**config.mk**
```make
export PLATFORM = sky130hd
export DESIGN_NAME = tempsens_result_collector
export DESIGN_NICKNAME = d
export VERILOG_FILES = /design/src/rtl/tempsens_pkg.sv /design/src/rtl/rx_frame_assembler.sv /design/src/rtl/tempsens_result_collector.sv
export SDC_FILE = /design/constraint.sdc
export NUM_CORES = 1
export LEC_CHECK = 0
export CAP_MARGIN = 20
export CORE_UTILIZATION = 25
export DETAILED_ROUTE_END_ITERATION = 10
export PLACE_DENSITY_LB_ADDON = 0.3
export SYNTH_ARGS = -nofsm -noshare
export SYNTH_HDL_FRONTEND = slang
export SYNTH_SLANG_ARGS = --single-unit
```
**constraint.sdc**
```tcl
create_clock -name clk -period 2.5 [get_ports clk]
set_input_delay 0.5 -clock clk [delete_from_list [all_inputs] [get_ports clk]]
set_output_delay 0.5 -clock clk [all_outputs]
set_load 0.005 [all_outputs]
```
**src/rtl/tempsens_pkg.sv**
```systemverilog
// Shared definitions for the temperature-sensor host collector and its responder.
// COLLECTOR_CONTINUOUS_EN adds the SEND_STOP state used by streaming mode.
package tempsens_pkg;

    localparam logic [7:0] START_CODE_DEFAULT = 8'h00;
    localparam logic [7:0] STOP_CODE_DEFAULT  = 8'h01;

    localparam int FRAME_BYTES = 3;

    // Ring-oscillator sums travel least-significant byte first.
    localparam bit BYTE_ORDER_LSB_FIRST = 1'b1;

    typedef enum logic [2:0] {
        S_IDLE,
        S_SEND_CMD,
        S_RECV_0,
        S_RECV_1,
        S_RECV_2,
        S_DONE
`ifdef COLLECTOR_CONTINUOUS_EN
        , S_SEND_STOP
`endif
    } collector_state_t;

    function automatic logic is_recv_state(input collector_state_t s);
        return (s == S_RECV_0) || (s == S_RECV_1) || (s == S_RECV_2);
    endfunction

endpackage

```
**src/rtl/rx_frame_assembler.sv**
```systemverilog
// Holds the received byte slots of one sum frame and exposes the assembled word,
// including a byte arriving this cycle so the caller can register it in one step.
module rx_frame_assembler
    import tempsens_pkg::*;
(
    input  logic                       clk,
    input  logic                       reset,
    input  logic                       clear,
    input  logic                       load,
    input  logic [7:0]                 data,
    output logic [FRAME_BYTES*8-1:0]   frame_word,
    output logic                       frame_complete
);

    logic [7:0] slots [FRAME_BYTES];
    logic [1:0] slot_index;
    logic [1:0] slot_pos;

    always_comb begin
        slot_pos = BYTE_ORDER_LSB_FIRST ? slot_index : (2'(FRAME_BYTES - 1) - slot_index);
    end

    always_ff @(posedge clk) begin
        if (reset || clear) begin
            for (int i = 0; i < FRAME_BYTES; i++) begin
                slots[i] <= 8'h00;
            end
            slot_index <= 2'd0;
        end else if (load) begin
            slots[slot_pos] <= data;
            slot_index      <= (slot_index == 2'(FRAME_BYTES - 1)) ? 2'd0 : slot_index + 2'd1;
        end
    end

    // Merge the in-flight byte so the final byte lands in the result without a bubble.
    always_comb begin
        frame_word = '0;
        for (int i = 0; i < FRAME_BYTES; i++) begin
            frame_word[i*8 +: 8] = (load && (slot_pos == 2'(i))) ? data : slots[i];
        end
    end

    assign frame_complete = load && (slot_index == 2'(FRAME_BYTES - 1));

endmodule

```
**src/rtl/tempsens_result_collector.sv**
```systemverilog
// Host-side collector: sends the start byte, gathers a 3-byte sum frame with per-byte timeout.
// COLLECTOR_CONTINUOUS_EN: keep collecting frames until stop, then send STOP_CODE.
module tempsens_result_collector
    import tempsens_pkg::*;
#(
    parameter int unsigned TIMEOUT_CYCLES = 4096,
    parameter logic [7:0]  START_CODE     = START_CODE_DEFAULT,
    parameter logic [7:0]  STOP_CODE      = STOP_CODE_DEFAULT
) (
    input  logic        clk,
    input  logic        reset,
    input  logic        start,
    input  logic        stop,
    input  logic        tx_busy,
    output logic        tx_send,
    output logic [7:0]  tx_data,
    input  logic        rx_ready,
    input  logic [7:0]  rx_data,
    output logic [23:0] result,
    output logic        result_valid,
    output logic        timeout_err,
    output logic        busy
);

    localparam int TW = $clog2(TIMEOUT_CYCLES);
    localparam logic [TW-1:0] TIMER_LAST = TW'(TIMEOUT_CYCLES - 1);

    collector_state_t state;
    logic [TW-1:0]    timer;
    logic             stop_req;
    logic             asm_clear;
    logic             asm_load;
    logic [23:0]      frame_word;
    logic             frame_complete;

`ifdef COLLECTOR_CONTINUOUS_EN
    assign stop_req = stop;
`else
    logic unused_stop;
    assign unused_stop = stop;
    assign stop_req    = 1'b0;
`endif

    assign asm_clear = !is_recv_state(state) && (state != S_DONE);
    assign asm_load  = rx_ready && is_recv_state(state) && !stop_req;
    assign busy      = (state != S_IDLE);

    rx_frame_assembler u_assembler (
        .clk            (clk),
        .reset          (reset),
        .clear          (asm_clear),
        .load           (asm_load),
        .data           (rx_data),
        .frame_word     (frame_word),
        .frame_complete (frame_complete)
    );

    // A command byte goes out on the cycle the state is entered when the UART is idle,
    // so the send state always lasts one cycle beyond the strobe.
    always_ff @(posedge clk) begin
        if (reset) begin
            state        <= S_IDLE;
            timer        <= '0;
            tx_send      <= 1'b0;
            tx_data      <= 8'h00;
            result       <= 24'h0;
            result_valid <= 1'b0;
            timeout_err  <= 1'b0;
        end else begin
            tx_send      <= 1'b0;
            result_valid <= 1'b0;
            timeout_err  <= 1'b0;
            timer        <= (timer == '1) ? timer : timer + 1'b1;

            case (state)
                S_IDLE: begin
                    if (start) begin
                        state <= S_SEND_CMD;
                        timer <= '0;
                        if (!tx_busy) begin
                            tx_send <= 1'b1;
                            tx_data <= START_CODE;
                        end
                    end
                end

                S_SEND_CMD: begin
                    if (tx_send) begin
                        state <= S_RECV_0;
                        timer <= '0;
                    end else if (!tx_busy) begin
                        tx_send <= 1'b1;
                        tx_data <= START_CODE;
                    end
                end

                S_RECV_0, S_RECV_1, S_RECV_2: begin
                    if (stop_req) begin
`ifdef COLLECTOR_CONTINUOUS_EN
                        state <= S_SEND_STOP;
                        timer <= '0;
                        if (!tx_busy) begin
                            tx_send <= 1'b1;
                            tx_data <= STOP_CODE;
                        end
`endif
                    end else if (rx_ready) begin
                        timer <= '0;
                        case (state)
                            S_RECV_0: state <= S_RECV_1;
                            S_RECV_1: state <= S_RECV_2;
                            default:  state <= S_DONE;
                        endcase
                        if (frame_complete) begin
                            result       <= frame_word;
                            result_valid <= 1'b1;
                        end
                    end else if (timer == TIMER_LAST) begin
                        timeout_err <= 1'b1;
                        state       <= S_IDLE;
                        timer       <= '0;
                    end
                end

                S_DONE: begin
                    timer <= '0;
`ifdef COLLECTOR_CONTINUOUS_EN
                    if (stop_req) begin
                        state <= S_SEND_STOP;
                        if (!tx_busy) begin
                            tx_send <= 1'b1;
                            tx_data <= STOP_CODE;
                        end
                    end else begin
                        state <= S_RECV_0;
                    end
`else
                    state <= S_IDLE;
`endif
                end

`ifdef COLLECTOR_CONTINUOUS_EN
                S_SEND_STOP: begin
                    if (tx_send) begin
                        state <= S_IDLE;
                        timer <= '0;
                    end else if (!tx_busy) begin
                        tx_send <= 1'b1;
                        tx_data <= STOP_CODE;
                    end
                end
`endif

                default: begin
                    state <= S_IDLE;
                    timer <= '0;
                end
            endcase
        end
    end

endmodule

```
==> results_dict.tcl <==
set metrics [dict create \
    seqPwrFrac_pct 48.4 \
    drt_iter0_markers 61 \
    r2r_cells 7 \
    antenna_found_initial 0 \
    fin_setup_tns_ns 0 \
    slew_viol_final 0 \
    irDropWorstVdd_v 0.0003753 \
    place_area_um2 3171 \
    die_area_um2 11020 \
    internal_power_uw 1724 \
    arrival_ns 1.65 \
    globalplace.congestion 0.7292 \
    postCtsHoldBufs 0 \
    hold_viol_final 0 \
    antennaDiodeCount 0 \
    final_area_um2 3386 \
    end_kind "output port" \
    fin_hold_ws_ns 0.4828 \
    syn_area_um2 2651 \
    cts_buffers 9 \
    skew_ns 0.006173 \
    area_delta_synth_final_pct 27.70 \
    crit_fanout 12 \
    seq_area_frac_synth_pct 51.34 \
    clockRootBuffer "clkbuf_8" \
    async_flop_share_pct 0 \
    coreArea_um2 10320 \
    rsz0062_at_grt "false" \
    min_path_cells 2 \
    cts-htree-levels 3 \
    grt_max_degree 26 \
    critPathLaunchType "register" \
    row_count 37 \
    yosysWarnings 0 \
    clkTransAtPathRegs_ns 0.07 \
    die_y_um 105.0 \
    worstHoldPathType "register to register" \
    io_pins 50 \
    postRouteAntennaNets 0 \
    hpwl_um 3678 \
    synth-edff-count 16 \
    die_w_um 105.0 \
    cts_tree "done" \
    fin_crit_sh_pct 85.89 \
    portBuffers 40 \
    p_leak_uw 0.001395 \
    syn_area_per_cell_um2 10.87 \
    p_switching_uw 688.9 \
    route.detailed.drc 0 \
    vias 1849 \
    post-route-min-period_ns 2.147 \
    grt_pass1_wl_um 8728 \
    finalSetupViolations 0 \
    wirelength_um 5253 \
    clkLatencyLatePin_ns 0.33 \
    cts.path.max_buffers 2 \
    max_slew.worst_pin.slew_ns 0.6276 \
    cts_resized 0 \
    synthFlopType "dfxtp_1" \
    ys_seq_elements 60 \
    post-cts-setup-buffers 0 \
    grt_pass1_vias 1789 \
    slew_headroom_pct 58.14 \
    track_usage_pct 10.19 \
    p_comb_share_pct 18.1 \
    outcome "completed" \
    p_per_area_nw_per_um2 712.6 \
    clockPowerShare_pct 33.5 \
    yosysUniqueCellTypes 49 \
    p_sw_share_pct 28.55 \
    required_ns 2.00 \
    maxCapViolCount 0 \
    grt-ovfl-total 0 \
    clock.fmax_mhz 465.7 \
    drive_gt1_share_pct 12.50 \
    avgRoutedWirePerCell_um 12.16 \
    viasPerCell 4.280 \
    cts_sinks 60 \
    fin_nets 307 \
    drt-pass1-iter-count 4 \
    path_class "register to output port" \
    synthesis.instances 244 \
    start_util_pct 25.68 \
]
## final cells by class
type,instances,area (um^2)
Sequential cell,60,1361
Tap cell,136,170.2
Inverter,7,26.28
Clock buffer,12,165.2
Multi-Input combinational cell,165,1160
Timing Repair Buffer,48,480.5
Clock inverter,4,22.52
Fill cell,1055,6938
## cells in the mapped netlist, drive strengths merged, types with 2 or more instances
cell	instances	area (um^2)
nand2	9	33.78
xor2	4	35.03
nor4	3	40.04
mux2i	25	250.2
a2111oi	2	42.54
a21oi	5	47.54
a221oi	2	23.77
ha	2	25.02
and2	9	56.30
nand4	2	12.51
nand3	5	25.02
dfxtp	44	880.8
nand2b	5	31.28
o21ai	7	35.03
or3	3	18.77
and4	3	28.78
a211oi	7	52.55
xnor2	3	26.28
clkbuf	4	15.01
and3	10	62.56
nor2	32	120.1
nor3	5	25.02
nor2b	2	12.51
edfxtp	16	480.5
buf	15	115.1
inv	7	26.27
## per-stage QoR
| step | cells | power (uW) | setup WS, ns | util [%] |
|---|---|---|---|---|
| CTS | 431 | 2453 | 0.3369 | 32.53 |
| finish | 432 | 2413 | 0.3528 | 32.80 |
| global route | 432 | 2553 | 0.2277 | 32.80 |
| global placement | 415 | 1626 | 0.2130 | 30.71 |
| detailed placement | 415 | 1629 | 0.1615 | 30.71 |
| floorplan | 251 | 1513 | 0.5351 | - |
## power by group through the flow
| stage | combinational [uW] | sequential, uW | clock (uW) |
|---|---|---|---|
| final | 436 | 1170 | 809 |
| after global routing | 486 | 1180 | 886 |
| after CTS | 441 | 1170 | 843 |
| after floorplan | 369 | 1140 | 0 |
| after detailed placement | 439 | 1190 | 0 |
| after global placement | 436 | 1190 | 0 |
## sequential cells by signal, summed over array words and instances (netlist names)
name and cells:
result 24, result_valid 1, u_assembler.slots 16, tx_send 1
timeout_err 1, u_assembler.slot_index 2, state 3, timer 12
## path summary, 6_finish.rpt
path	startpoint	endpoint	slack, ns
max	state[1]	busy	0.35
min	u_assembler.slots[1][7]	result[15]	0.48
max reg2reg	timer[1]	timer[0]	0.44
min reg2reg	u_assembler.slots[1][7]	result[15]	0.48
## routing by layer
| metal | vias to the layer above | global-route usage, % | wire length [um] |
|---|---|---|---|
| met3 | 6 | 3.057 | 144 |
| met2 | 34 | 15.52 | 2408 |
| met1 | 865 | 13.13 | 2634 |
| met4 | 0 | 4.829 | 65 |
| li1 | 944 | - | - |
| met5 | - | 0 | 0 |
## layout by cell type (no fill, tap or decap), types with 2 or more instances in the layout
cell type / Yosys / final
dfxtp_1: 44 / 44
clkdlybuf4s50_1: 0 / 40
nor2_1: 32 / 32
mux2i_1: 25 / 25
edfxtp_1: 16 / 16
clkbuf_8: 0 / 12
and3_1: 10 / 10
and2_1: 9 / 9
nand2_1: 9 / 9
conb_1: 1 / 8
a211oi_1: 7 / 7
buf_4: 11 / 7
inv_1: 6 / 6
o21ai_0: 6 / 6
nand3_1: 5 / 5
nand2b_1: 5 / 5
nor3_1: 5 / 5
xor2_1: 4 / 4
or3_1: 3 / 3
xnor2_1: 3 / 3
a21oi_1: 3 / 3
clkinv_2: 0 / 3
and4_1: 2 / 2
nor2b_1: 2 / 2
a21oi_4: 2 / 2
nand4_1: 2 / 2
ha_1: 2 / 2
## worst max-delay path, stage by stage, from the launching register on
cell	delay, ns
dfxtp_1	0.56
inv_1	0.15
nand3_1	0.11
clkdlybuf4s50_1	0.50
## logic make-up after synthesis
logic type                 synth area share (%)
AOI/OAI and AO/OA                         10.10
xor gates and xnor gates                  2.312
adders and majority gates                 1.321
buffers and inverters                     5.899
DFF                                       51.34
muxes                                     9.863
other                                    0.1414
and+or+nand+nor                           19.02
Note: power is estimated with default switching activity, not from simulation.
==> patch, RTL diff (config.mk and constraints unchanged) <==
The option `COLLECTOR_CONTINUOUS_EN` is turned on by a define.
--- a/src/rtl/tempsens_pkg.sv
+++ b/src/rtl/tempsens_pkg.sv
@@ -1,5 +1,7 @@
 // Shared definitions for the temperature-sensor host collector and its responder.
 // COLLECTOR_CONTINUOUS_EN adds the SEND_STOP state used by streaming mode.
+`define COLLECTOR_CONTINUOUS_EN
+
 package tempsens_pkg;
 
     localparam logic [7:0] START_CODE_DEFAULT = 8'h00;
Check against the original RTL: not equivalent (Yosys sat finds a counterexample within 4 cycles, from zero or initial values and one cycle with reset high).
==> patch against the original RTL <==
Cell area increased by 4.4%. Critical path type unchanged. Setup slack improved by 11 ps. Area after synthesis increased by 4.0%. First-iteration DRC count increased by 15%. Die area increased by 3.9%. Sequential cell count increased by 1. Wire length increased by 14%. Power increased by 15%.
==> patch: results (changes against the original RTL) <==
critical path's slowest cell clkdlybuf4s50_1; all-layer global routing usage 11.2% (+1.0 points); outcome finished clean; Synth area leaders dfxtp_1, edfxtp_1, mux2i_1, nor2_1, and2_1; worst r2r path cells 8 (+1); clock root buffer clkbuf_8; commonest cells in the netlist dfxtp_1, nor2_1, mux2i_1; hold slack 474 ps (-8.78 ps); fmax 468 MHz (+0.53%); Critical Path Max Stage Delay 440 ps (-120 ps); Placed Cells 440 (+6.0%); vias per cell 4.44 (+3.7%); Net count, final 331 (+7.8%); Post-synth EDFFs 16 (unchanged); reg2reg setup slack 380 ps (-60 ps); vias in the first global route 1982 (+11%); Cell Area, Placed 3320 sq um (+4.8%); CTS Buf Count 9 (unchanged); slew margin rel. 54.4% (-3.7 points); layout cell share with drive strength beyond 1 11.6% (-0.94 points); drt initial violations 70 (+15%); gpl congestion 0.716 (-1.8%); Min-Delay Startpoint u_assembler.slots[1][0]; dpl hpwl 4230 um (+15%); Post-CTS Setup Bufs 0 (unchanged); Comb power frac 23.0% (+4.9 points); FILL cells 1046 (-0.85%); sequential area share after synthesis 50.1% (-1.2 points); Worst Setup EP busy; number of diodes 0 (unchanged); internal power 1.97 mW (+14%); hold path endpoint result[8]; non-filler cells, final 456 (+5.6%); cell count after synthesis 266 (+9.0%); capturing point of the worst reg2reg path timer[0]; Longest Clk Path Bufs 2 (unchanged); leakage 1.49 nW (+7.1%); multi-input combinational cell area 1230 sq um (+6.4%); Setup crit start state[2]; Clock Pin Slew Worst Setup and Hold Paths 70 ps (about the same); Max IR drop VDD 0.000252 V (-33%); Cell variety after synth 48 (-2.0%); Worst Clk Skew 4.85 ps (-1.32 ps); Placement Setup Slack 120 ps (-41.1 ps); IO buf count 42 (+5.0%); Sw Share 29.4% (+0.85 points); first-pass GRT wire length 9880 um (+13%); H-tree depth 3 (unchanged); drt wl/cell 13.1 um (+7.9%); worst skew pair latency 340 ps
-- patch: routing by layer --
metal  vias to the layer above  GRT usage, %  routed length, um
li1                       1029             -                  -
met3                         7          2.67                173
met2                        30          17.6               2780
met4                         0          5.48                 84
met1                       957          14.4               2950
met5                         -             0                  0
-- patch: logic make-up (layout without fill, tap and decap cells) --
logic type / Yosys count / in the layout / share of synthesized area (%)
buffers and inverters: 30 / 78 / 5.95
AND/OR/NAND/NOR: 98 / 98 / 18.8
XOR/XNOR: 3 / 3 / 0.953
flip-flops: 61 / 61 / 50.1
multiplexers: 29 / 29 / 10.6
adder cells (fa/ha/maj): 3 / 3 / 1.27
other: 1 / 7 / 0.136
AO/OA/AOI/OAI: 41 / 41 / 12.1
-- patch: layout make-up --
cell class	instances	area share, %
sequential	61	39.1
multi-input combinational	181	34.9
timing repair buffer	53	14.2
tap	136	4.81
clock buffer	10	3.61
clock inverter	6	2.44
inverter	9	0.955
